File: src/rtl/dpi_flow_ctx_sched_if.sv
`default_nettype none
// ============================================================================
// Module      : dpi_flow_ctx_sched_if
// Description : Bundle of all non-clock/reset signals of dpi_flow_ctx_sched.
//               slave  = scheduler side, master = environment side
//               (byte source, DFA matcher and report consumer).
//   Byte stream : in_valid/in_ready/in_data/in_flow/in_sop/in_eop
//   Context clr : ctx_clr/ctx_clr_id
//   Matcher     : m_char/m_char_vld/m_state_in/m_state_vld/m_state_out/m_accept
//   Reports     : match_valid/match_ready/match_flow/match_offs
//   Status      : overflow/sop_err (sticky)
// Revision    : 1.0 - initial release
// ============================================================================
interface dpi_flow_ctx_sched_if #(
    parameter int FLOW_W  = 4,
    parameter int STATE_W = 11,
    parameter int OFFS_W  = 16
);
    logic               in_valid;
    logic               in_ready;
    logic [7:0]         in_data;
    logic [FLOW_W-1:0]  in_flow;
    logic               in_sop;
    logic               in_eop;
    logic               ctx_clr;
    logic [FLOW_W-1:0]  ctx_clr_id;
    logic [7:0]         m_char;
    logic               m_char_vld;
    logic [STATE_W-1:0] m_state_in;
    logic               m_state_vld;
    logic [STATE_W-1:0] m_state_out;
    logic               m_accept;
    logic               match_valid;
    logic               match_ready;
    logic [FLOW_W-1:0]  match_flow;
    logic [OFFS_W-1:0]  match_offs;
    logic               overflow;
    logic               sop_err;

    modport slave (
        input  in_valid, in_data, in_flow, in_sop, in_eop,
        input  ctx_clr, ctx_clr_id,
        input  m_state_out, m_accept,
        input  match_ready,
        output in_ready, m_char, m_char_vld, m_state_in, m_state_vld,
        output match_valid, match_flow, match_offs, overflow, sop_err
    );

    modport master (
        output in_valid, in_data, in_flow, in_sop, in_eop,
        output ctx_clr, ctx_clr_id,
        output m_state_out, m_accept,
        output match_ready,
        input  in_ready, m_char, m_char_vld, m_state_in, m_state_vld,
        input  match_valid, match_flow, match_offs, overflow, sop_err
    );
endinterface
`default_nettype wire

File: src/rtl/dpi_flow_ctx_sched.sv
`default_nettype none
// ============================================================================
// Module      : dpi_flow_ctx_sched
// Description : Per-flow DFA context scheduler. Loads a flow's saved matcher
//               state at packet start, streams payload bytes to the matcher
//               at 1 byte/cycle, writes the final state back at packet end
//               and queues every matcher accept as a {flow, offset} report.
// Ports       : clk, rst_n (synchronous, active-low)
//               bus (slave modport of dpi_flow_ctx_sched_if)
// Revision    : 1.0 - initial release
// ============================================================================
module dpi_flow_ctx_sched #(
    parameter int FLOW_W     = 4,
    parameter int STATE_W    = 11,
    parameter int OFFS_W     = 16,
    parameter int FIFO_DEPTH = 8     // power of 2, >= 2
) (
    input  wire logic            clk,
    input  wire logic            rst_n,
    dpi_flow_ctx_sched_if.slave  bus
);
    localparam int NUM_FLOWS = 1 << FLOW_W;
    localparam int PTR_W     = $clog2(FIFO_DEPTH);
    localparam int REP_W     = FLOW_W + OFFS_W;

    typedef enum logic [1:0] {
        S_IDLE   = 2'd0,
        S_LOAD   = 2'd1,
        S_STREAM = 2'd2,
        S_SAVE   = 2'd3
    } state_t;

    state_t              state_q;
    logic [FLOW_W-1:0]   act_flow_q;
    logic                clr_pend_q;
    logic [OFFS_W-1:0]   offs_q;
    logic                sop_err_q;
    logic                overflow_q;
    logic [STATE_W-1:0]  ctx_q [NUM_FLOWS];
    logic [REP_W-1:0]    fifo_q [FIFO_DEPTH];
    logic [PTR_W-1:0]    wr_ptr_q, wr_ptr_d;
    logic [PTR_W-1:0]    rd_ptr_q, rd_ptr_d;
    logic [PTR_W:0]      cnt_q, cnt_d;

    logic                w_beat;
    logic                w_push;
    logic                w_pop;
    logic                w_full;
    logic                w_push_ok;
    logic                w_clr_hits_act;
    logic                w_save_zero;

    assign w_beat    = bus.in_valid && (state_q == S_STREAM);
    assign w_push    = w_beat && bus.m_accept;
    assign w_pop     = bus.match_ready && (cnt_q != '0);
    assign w_full    = (cnt_q == (PTR_W+1)'(FIFO_DEPTH));
    // A pop in the same cycle frees the slot the push needs.
    assign w_push_ok = w_push && (!w_full || w_pop);

    // A clear aimed at the flow that is loaded or streaming must not disturb
    // the running packet; it is deferred to the write-back in SAVE.
    assign w_clr_hits_act = bus.ctx_clr && (bus.ctx_clr_id == act_flow_q) &&
                            ((state_q == S_LOAD) || (state_q == S_STREAM));
    assign w_save_zero    = clr_pend_q ||
                            (bus.ctx_clr && (bus.ctx_clr_id == act_flow_q));

    assign bus.in_ready    = (state_q == S_STREAM);
    assign bus.m_char      = bus.in_data;
    assign bus.m_char_vld  = w_beat;
    assign bus.m_state_in  = ctx_q[act_flow_q];
    assign bus.m_state_vld = (state_q == S_LOAD);
    assign bus.match_valid = (cnt_q != '0);
    assign {bus.match_flow, bus.match_offs} = fifo_q[rd_ptr_q];
    assign bus.overflow    = overflow_q;
    assign bus.sop_err     = sop_err_q;

    // Packet sequencing
    always_ff @(posedge clk) begin
        if (!rst_n) begin
            state_q    <= S_IDLE;
            act_flow_q <= '0;
            clr_pend_q <= 1'b0;
            offs_q     <= '0;
            sop_err_q  <= 1'b0;
        end else begin
            case (state_q)
                S_IDLE: begin
                    if (bus.in_valid) begin
                        act_flow_q <= bus.in_flow;
                        if (!bus.in_sop) begin
                            sop_err_q <= 1'b1;
                        end
                        state_q <= S_LOAD;
                    end
                end
                S_LOAD: begin
                    offs_q  <= '0;
                    state_q <= S_STREAM;
                end
                S_STREAM: begin
                    if (w_beat) begin
                        if (offs_q != {OFFS_W{1'b1}}) begin
                            offs_q <= offs_q + OFFS_W'(1);
                        end
                        if (bus.in_eop) begin
                            state_q <= S_SAVE;
                        end
                    end
                end
                default: begin
                    clr_pend_q <= 1'b0;
                    state_q    <= S_IDLE;
                end
            endcase
            if (w_clr_hits_act) begin
                clr_pend_q <= 1'b1;
            end
        end
    end

    // Context table: immediate clears plus the end-of-packet write-back.
    // Both may fire in one cycle only for different indices (or both zero).
    always_ff @(posedge clk) begin
        if (!rst_n) begin
            for (int i = 0; i < NUM_FLOWS; i++) begin
                ctx_q[i] <= '0;
            end
        end else begin
            if (bus.ctx_clr && !w_clr_hits_act) begin
                ctx_q[bus.ctx_clr_id] <= '0;
            end
            if (state_q == S_SAVE) begin
                ctx_q[act_flow_q] <= w_save_zero ? '0 : bus.m_state_out;
            end
        end
    end

    // Match-report FIFO
    always_comb begin
        wr_ptr_d = wr_ptr_q + PTR_W'(w_push_ok);
        rd_ptr_d = rd_ptr_q + PTR_W'(w_pop);
        cnt_d    = cnt_q + (PTR_W+1)'(w_push_ok) - (PTR_W+1)'(w_pop);
    end

    always_ff @(posedge clk) begin
        if (!rst_n) begin
            wr_ptr_q   <= '0;
            rd_ptr_q   <= '0;
            cnt_q      <= '0;
            overflow_q <= 1'b0;
        end else begin
            wr_ptr_q <= wr_ptr_d;
            rd_ptr_q <= rd_ptr_d;
            cnt_q    <= cnt_d;
            if (w_push && !w_push_ok) begin
                overflow_q <= 1'b1;
            end
        end
    end

    // Storage needs no reset; occupancy is tracked by cnt_q.
    always_ff @(posedge clk) begin
        if (w_push_ok) begin
            fifo_q[wr_ptr_q] <= {act_flow_q, offs_q};
        end
    end
endmodule
`default_nettype wire

File: src/flat_wrapper.sv
// flat-port wrapper written by rule: the top's interface ports become plain ports
module dpi_flow_ctx_sched_flat 
#(
    parameter int FLOW_W     = 4,
    parameter int STATE_W    = 11,
    parameter int OFFS_W     = 16,
    parameter int FIFO_DEPTH = 8                        
)
  (clk, rst_n, bus_in_valid, bus_in_data, bus_in_flow, bus_in_sop, bus_in_eop, bus_ctx_clr, bus_ctx_clr_id, bus_m_state_out, bus_m_accept, bus_match_ready, bus_in_ready, bus_m_char, bus_m_char_vld, bus_m_state_in, bus_m_state_vld, bus_match_valid, bus_match_flow, bus_match_offs, bus_overflow, bus_sop_err);
  dpi_flow_ctx_sched_if #(.FLOW_W(FLOW_W), .STATE_W(STATE_W), .OFFS_W(OFFS_W)) bus_i ();
  input  wire logic clk;
  input  wire logic rst_n;
  input wire logic [$bits(bus_i.in_valid)-1:0] bus_in_valid;
  input wire logic [$bits(bus_i.in_data)-1:0] bus_in_data;
  input wire logic [$bits(bus_i.in_flow)-1:0] bus_in_flow;
  input wire logic [$bits(bus_i.in_sop)-1:0] bus_in_sop;
  input wire logic [$bits(bus_i.in_eop)-1:0] bus_in_eop;
  input wire logic [$bits(bus_i.ctx_clr)-1:0] bus_ctx_clr;
  input wire logic [$bits(bus_i.ctx_clr_id)-1:0] bus_ctx_clr_id;
  input wire logic [$bits(bus_i.m_state_out)-1:0] bus_m_state_out;
  input wire logic [$bits(bus_i.m_accept)-1:0] bus_m_accept;
  input wire logic [$bits(bus_i.match_ready)-1:0] bus_match_ready;
  output wire logic [$bits(bus_i.in_ready)-1:0] bus_in_ready;
  output wire logic [$bits(bus_i.m_char)-1:0] bus_m_char;
  output wire logic [$bits(bus_i.m_char_vld)-1:0] bus_m_char_vld;
  output wire logic [$bits(bus_i.m_state_in)-1:0] bus_m_state_in;
  output wire logic [$bits(bus_i.m_state_vld)-1:0] bus_m_state_vld;
  output wire logic [$bits(bus_i.match_valid)-1:0] bus_match_valid;
  output wire logic [$bits(bus_i.match_flow)-1:0] bus_match_flow;
  output wire logic [$bits(bus_i.match_offs)-1:0] bus_match_offs;
  output wire logic [$bits(bus_i.overflow)-1:0] bus_overflow;
  output wire logic [$bits(bus_i.sop_err)-1:0] bus_sop_err;
  assign bus_i.in_valid = bus_in_valid;
  assign bus_i.in_data = bus_in_data;
  assign bus_i.in_flow = bus_in_flow;
  assign bus_i.in_sop = bus_in_sop;
  assign bus_i.in_eop = bus_in_eop;
  assign bus_i.ctx_clr = bus_ctx_clr;
  assign bus_i.ctx_clr_id = bus_ctx_clr_id;
  assign bus_i.m_state_out = bus_m_state_out;
  assign bus_i.m_accept = bus_m_accept;
  assign bus_i.match_ready = bus_match_ready;
  assign bus_in_ready = bus_i.in_ready;
  assign bus_m_char = bus_i.m_char;
  assign bus_m_char_vld = bus_i.m_char_vld;
  assign bus_m_state_in = bus_i.m_state_in;
  assign bus_m_state_vld = bus_i.m_state_vld;
  assign bus_match_valid = bus_i.match_valid;
  assign bus_match_flow = bus_i.match_flow;
  assign bus_match_offs = bus_i.match_offs;
  assign bus_overflow = bus_i.overflow;
  assign bus_sop_err = bus_i.sop_err;
  dpi_flow_ctx_sched #(.FLOW_W(FLOW_W), .STATE_W(STATE_W), .OFFS_W(OFFS_W), .FIFO_DEPTH(FIFO_DEPTH)) u_core (.clk(clk), .rst_n(rst_n), .bus(bus_i));
endmodule
File: config.mk
export PLATFORM = sky130hd
export DESIGN_NAME = dpi_flow_ctx_sched_flat
export DESIGN_NICKNAME = d
export VERILOG_FILES = /design/src/rtl/dpi_flow_ctx_sched_if.sv /design/src/rtl/dpi_flow_ctx_sched.sv /design/src/flat_wrapper.sv
export SDC_FILE = /design/constraint.sdc
export NUM_CORES = 1
export LEC_CHECK = 0
export ABC_AREA = 0
export BUFFER_PORTS_ARGS = -buffer_cell sky130_fd_sc_hd__buf_2
export CAP_MARGIN = 20
export CORE_ASPECT_RATIO = 0.6
export CORE_MARGIN = 3
export CORE_UTILIZATION = 60
export DETAILED_ROUTE_END_ITERATION = 7
export HOLD_SLACK_MARGIN = 0.12
export PLACE_DENSITY = 0.78
export SLEW_MARGIN = 20
export SYNTH_ARGS = -nofsm -noshare
export SYNTH_HDL_FRONTEND = slang
export SYNTH_SLANG_ARGS = --single-unit
File: constraint.sdc
create_clock -name clk -period 6.3 [get_ports clk]
set_clock_uncertainty 0.05 [all_clocks]
set_input_delay 1.26 -clock clk [delete_from_list [all_inputs] [get_ports clk]]
set_output_delay 1.26 -clock clk [all_outputs]
set_load 0.1 [all_outputs]
==> reports/summary.txt <==
Slew Limit Fails: 0
Clock Latency Late Sink: 0.52 ns
CP Capture Type: output port
#FFs+latches synth: 375
Fin util: 0.690
TritonCTS clock tree: done
Critical Path Slowest Stage Cell: dfxtp_2
Minimum clock period: 4.35 ns
Max clock buf depth: 3
LEAKAGE: 5.97 nW
Routed WL per cell: 26.1 um
Cell family with most CP delay: multiplexers
Post-CTS setup buffer count: 0
# IOs: 80
Final Non-Filler Cells: 1426
Clk sinks: 375
Starting Density: 0.618
Largest net degree at the start of global routing: 48
Iter 0 DRT Violations: 1356
Post-synth EDFFs: 336
Maxcap violations: 0
Leading post-synthesis cells by cell area: edfxtp_1, mux4_2, dfxtp_1
CP cell instances: buf_4, mux4_2, mux2_2, buf_2
Tot Pwr: 6.16 mW
Crit path kind: flop to output port
HPWL reported at the end of detailed placement: 24.2 mm
Placed cells: 1357
Outcome: complete, no violations
Via count: 9211
GRT Overall Usage: 0.266
Routing usage on met2: 0.335
Biggest area consumer among synthesized cells: edfxtp_1
Setup tns final: 0 ns
Post-Syn Area: 0.0158 mm2
GR Overflow Total: 0
PD cells: 350 mW/mm2
Crit path launch type: flop
Setup violators final: 0
Mapped Nets: 1041
Worst vdd ir: 263 uV
Synthesis-to-finish area growth: 11.6%
Vias/cell: 6.46
Post-route ant nets: 0
Maximum fanout along the worst path: 22
# hold bufs at CTS: 0
Height of the die: 132 um
Global routing met3 resource utilization: 0.111
Async SR Flop Fraction: 0
Post-synthesis sequential area ratio: 0.688
Worst slew pin tran: 0.924 ns
First-pass GRT wire length: 55.6 mm
Vias in the first global route: 8698
PortBufs: 63
Buf+Inv Stages, Crit Path: 2
H-tree levels: 2
Distinct cell type count after synthesis: 49
Synth Instances: 990
Clk slew on worst S/H paths: 0.06 ns
Placeable Area: 0.0256 mm2
CP required: 4.99 ns
Top FF cell, synth: edfxtp_1
Root Driver: clkbuf_16
Max transition margin: 0.382
Met1 Use GR: 0.426
Synth Warn #: 0
Post-synthesis average cell area: 16.0 um2
Full die area: 0.0284 mm2
GRT busiest layer: met1
Drt total wl: 37.2 mm
Post-CTS sizing: 0
Max Fclk: 230 MHz
Crit path largest cell delay: 0.85 ns
Initial antenna violation count: 3
Filler Cells Inserted: 1654
Period utilization: 0.691
Row count: 45
Global placer's final weighted congestion: 0.968
Hold Crit Class: flop to flop
Nets@finish: 1098
Critical Path AT: 3.04 ns
Die W: 215 um
Unrepaired setup endpoints after global routing: no
Fraction of layout cells with a size suffix above 1: 0.263
CTS Buf Count: 34
Router iterations before antenna repair: 5
Detailed-route DRC error count: 0
Yosys top cell area share: 0.639
Final hold vios: 0
## cell type report
class                      instances  area (um2)  share of cell area
sequential                       375       10900               0.617
multi-input combinational        531        4550               0.258
clock buffer                      47        1060              0.0599
timing repair buffer              91         538              0.0305
tap                              352         440              0.0250
clock inverter                    15         101             0.00575
inverter                          14        52.6             0.00298
antenna                            1        2.50            0.000142
## flip-flops by register name (all words and copies together), names as in the netlist, 2 cells and up, named ones only
signal,flops
u_core.ctx_q,176
u_core.fifo_q,160
u_core.offs_q,16
u_core.act_flow_q,4
u_core.cnt_q,4
u_core.rd_ptr_q,3
u_core.wr_ptr_q,3
u_core.state_q,2
## Yosys cell counts, drive strengths merged, types with 5 or more instances
cell type	number
buf	36
nand2	53
clkbuf	34
o211ai	13
nor2b	5
ha	15
a21oi	9
nor3	10
nor2	196
nand3	29
mux2	20
mux4	95
o21ai	10
nand2b	6
xor2	7
dfxtp	39
inv	14
and2	13
edfxtp	336
## path summary, 6_finish.rpt
| kind | from | to | slack (ns) | cells after the start |
|---|---|---|---|---|
| worst min register to register | u_core.bus.overflow$_SDFFE_PN0P_ | u_core.bus.overflow$_SDFFE_PN0P_ | 0.44 | 1 |
| worst min-delay path | u_core.bus.overflow$_SDFFE_PN0P_ | u_core.bus.overflow$_SDFFE_PN0P_ | 0.44 | 1 |
| worst max-delay path | u_core.rd_ptr_q[0]$_SDFF_PN0_ | bus_match_flow[2] | 1.95 | 4 |
| worst max register to register | u_core.state_q[0]$_SDFFE_PN0P_ | u_core.ctx_q[12][2]$_SDFFCE_PN0P_ | 3.38 | 6 |
## where the power goes
group          switching [mW]  internal, mW  leakage (nW)
registers               0.134          2.77          3.57
logic                   0.771         0.375          1.83
clock network           0.896          1.22         0.571
total                    1.80          4.36          5.97
## metal layers
metal / vias to the layer above / routed length (um)
met2: 645 / 14800
met1: 4596 / 15800
met3: 93 / 5680
met4: 4 / 1010
li1: 3873 / -
met5: - / 17
## cell usage in the layout, fill, tap and decap left out, types with 3 or more instances in the layout
cell type | synthesis | routed
clkbuf_4 | 0 | 4
xor2_1 | 7 | 7
a21o_1 | 3 | 3
clkbuf_1 | 34 | 3
and2_1 | 13 | 13
a21oi_1 | 9 | 9
buf_4 | 22 | 23
nand3_1 | 29 | 29
ha_1 | 15 | 15
mux2i_1 | 4 | 4
nor2_2 | 0 | 4
dfxtp_1 | 39 | 35
clkinv_2 | 0 | 8
clkbuf_8 | 0 | 5
inv_1 | 14 | 14
o21ai_0 | 8 | 8
or4_1 | 3 | 3
o21a_1 | 4 | 4
nor2b_1 | 5 | 5
mux2_2 | 20 | 20
nand2b_1 | 6 | 6
nand2_1 | 53 | 53
edfxtp_1 | 336 | 336
a21boi_0 | 4 | 4
buf_2 | 10 | 63
nor3_1 | 9 | 7
o311ai_1 | 0 | 4
clkbuf_16 | 0 | 39
mux4_2 | 95 | 95
nor3_2 | 1 | 3
clkinv_1 | 0 | 3
o211ai_1 | 13 | 13
nor2_1 | 196 | 190
## cells by family (layout without fill, tap and decap cells)
group                      after synthesis  count (layout)  synth area share
and+or+nand+nor                        330             330            0.0904
xor gates and xnor gates                 8               8           0.00443
AOI/OAI and AO/OA                       58              58            0.0259
buffers and inverters                   84             167            0.0260
DFF                                    375             375             0.688
other                                    0               1                 0
adders and majority gates               16              16            0.0131
muxes                                  119             119             0.152
## worst reg2reg max path: cells and delay by family, from the launching register on
| family | cells | cell delay [ns] |
|---|---|---|
| AO/OA/AOI/OAI | 1 | 0.54 |
| buffers and inverters | 1 | 0.28 |
| flip-flops | 1 | 0.39 |
| adder cells (fa/ha/maj) | 1 | 0.26 |
| AND/OR/NAND/NOR | 3 | 1.11 |
## metrics by stage
stage               area, um2  worst slack, ns  hold WS, ns
detailed placement      16400             2.29        0.425
floorplan               15800             1.59        0.408
global placement        16400             2.11        0.394
finish                  17600             1.95        0.436
global route            17600             1.70        0.448
CTS                     17600             1.83        0.441
No activity file was read; power rests on OpenSTA's default activity.
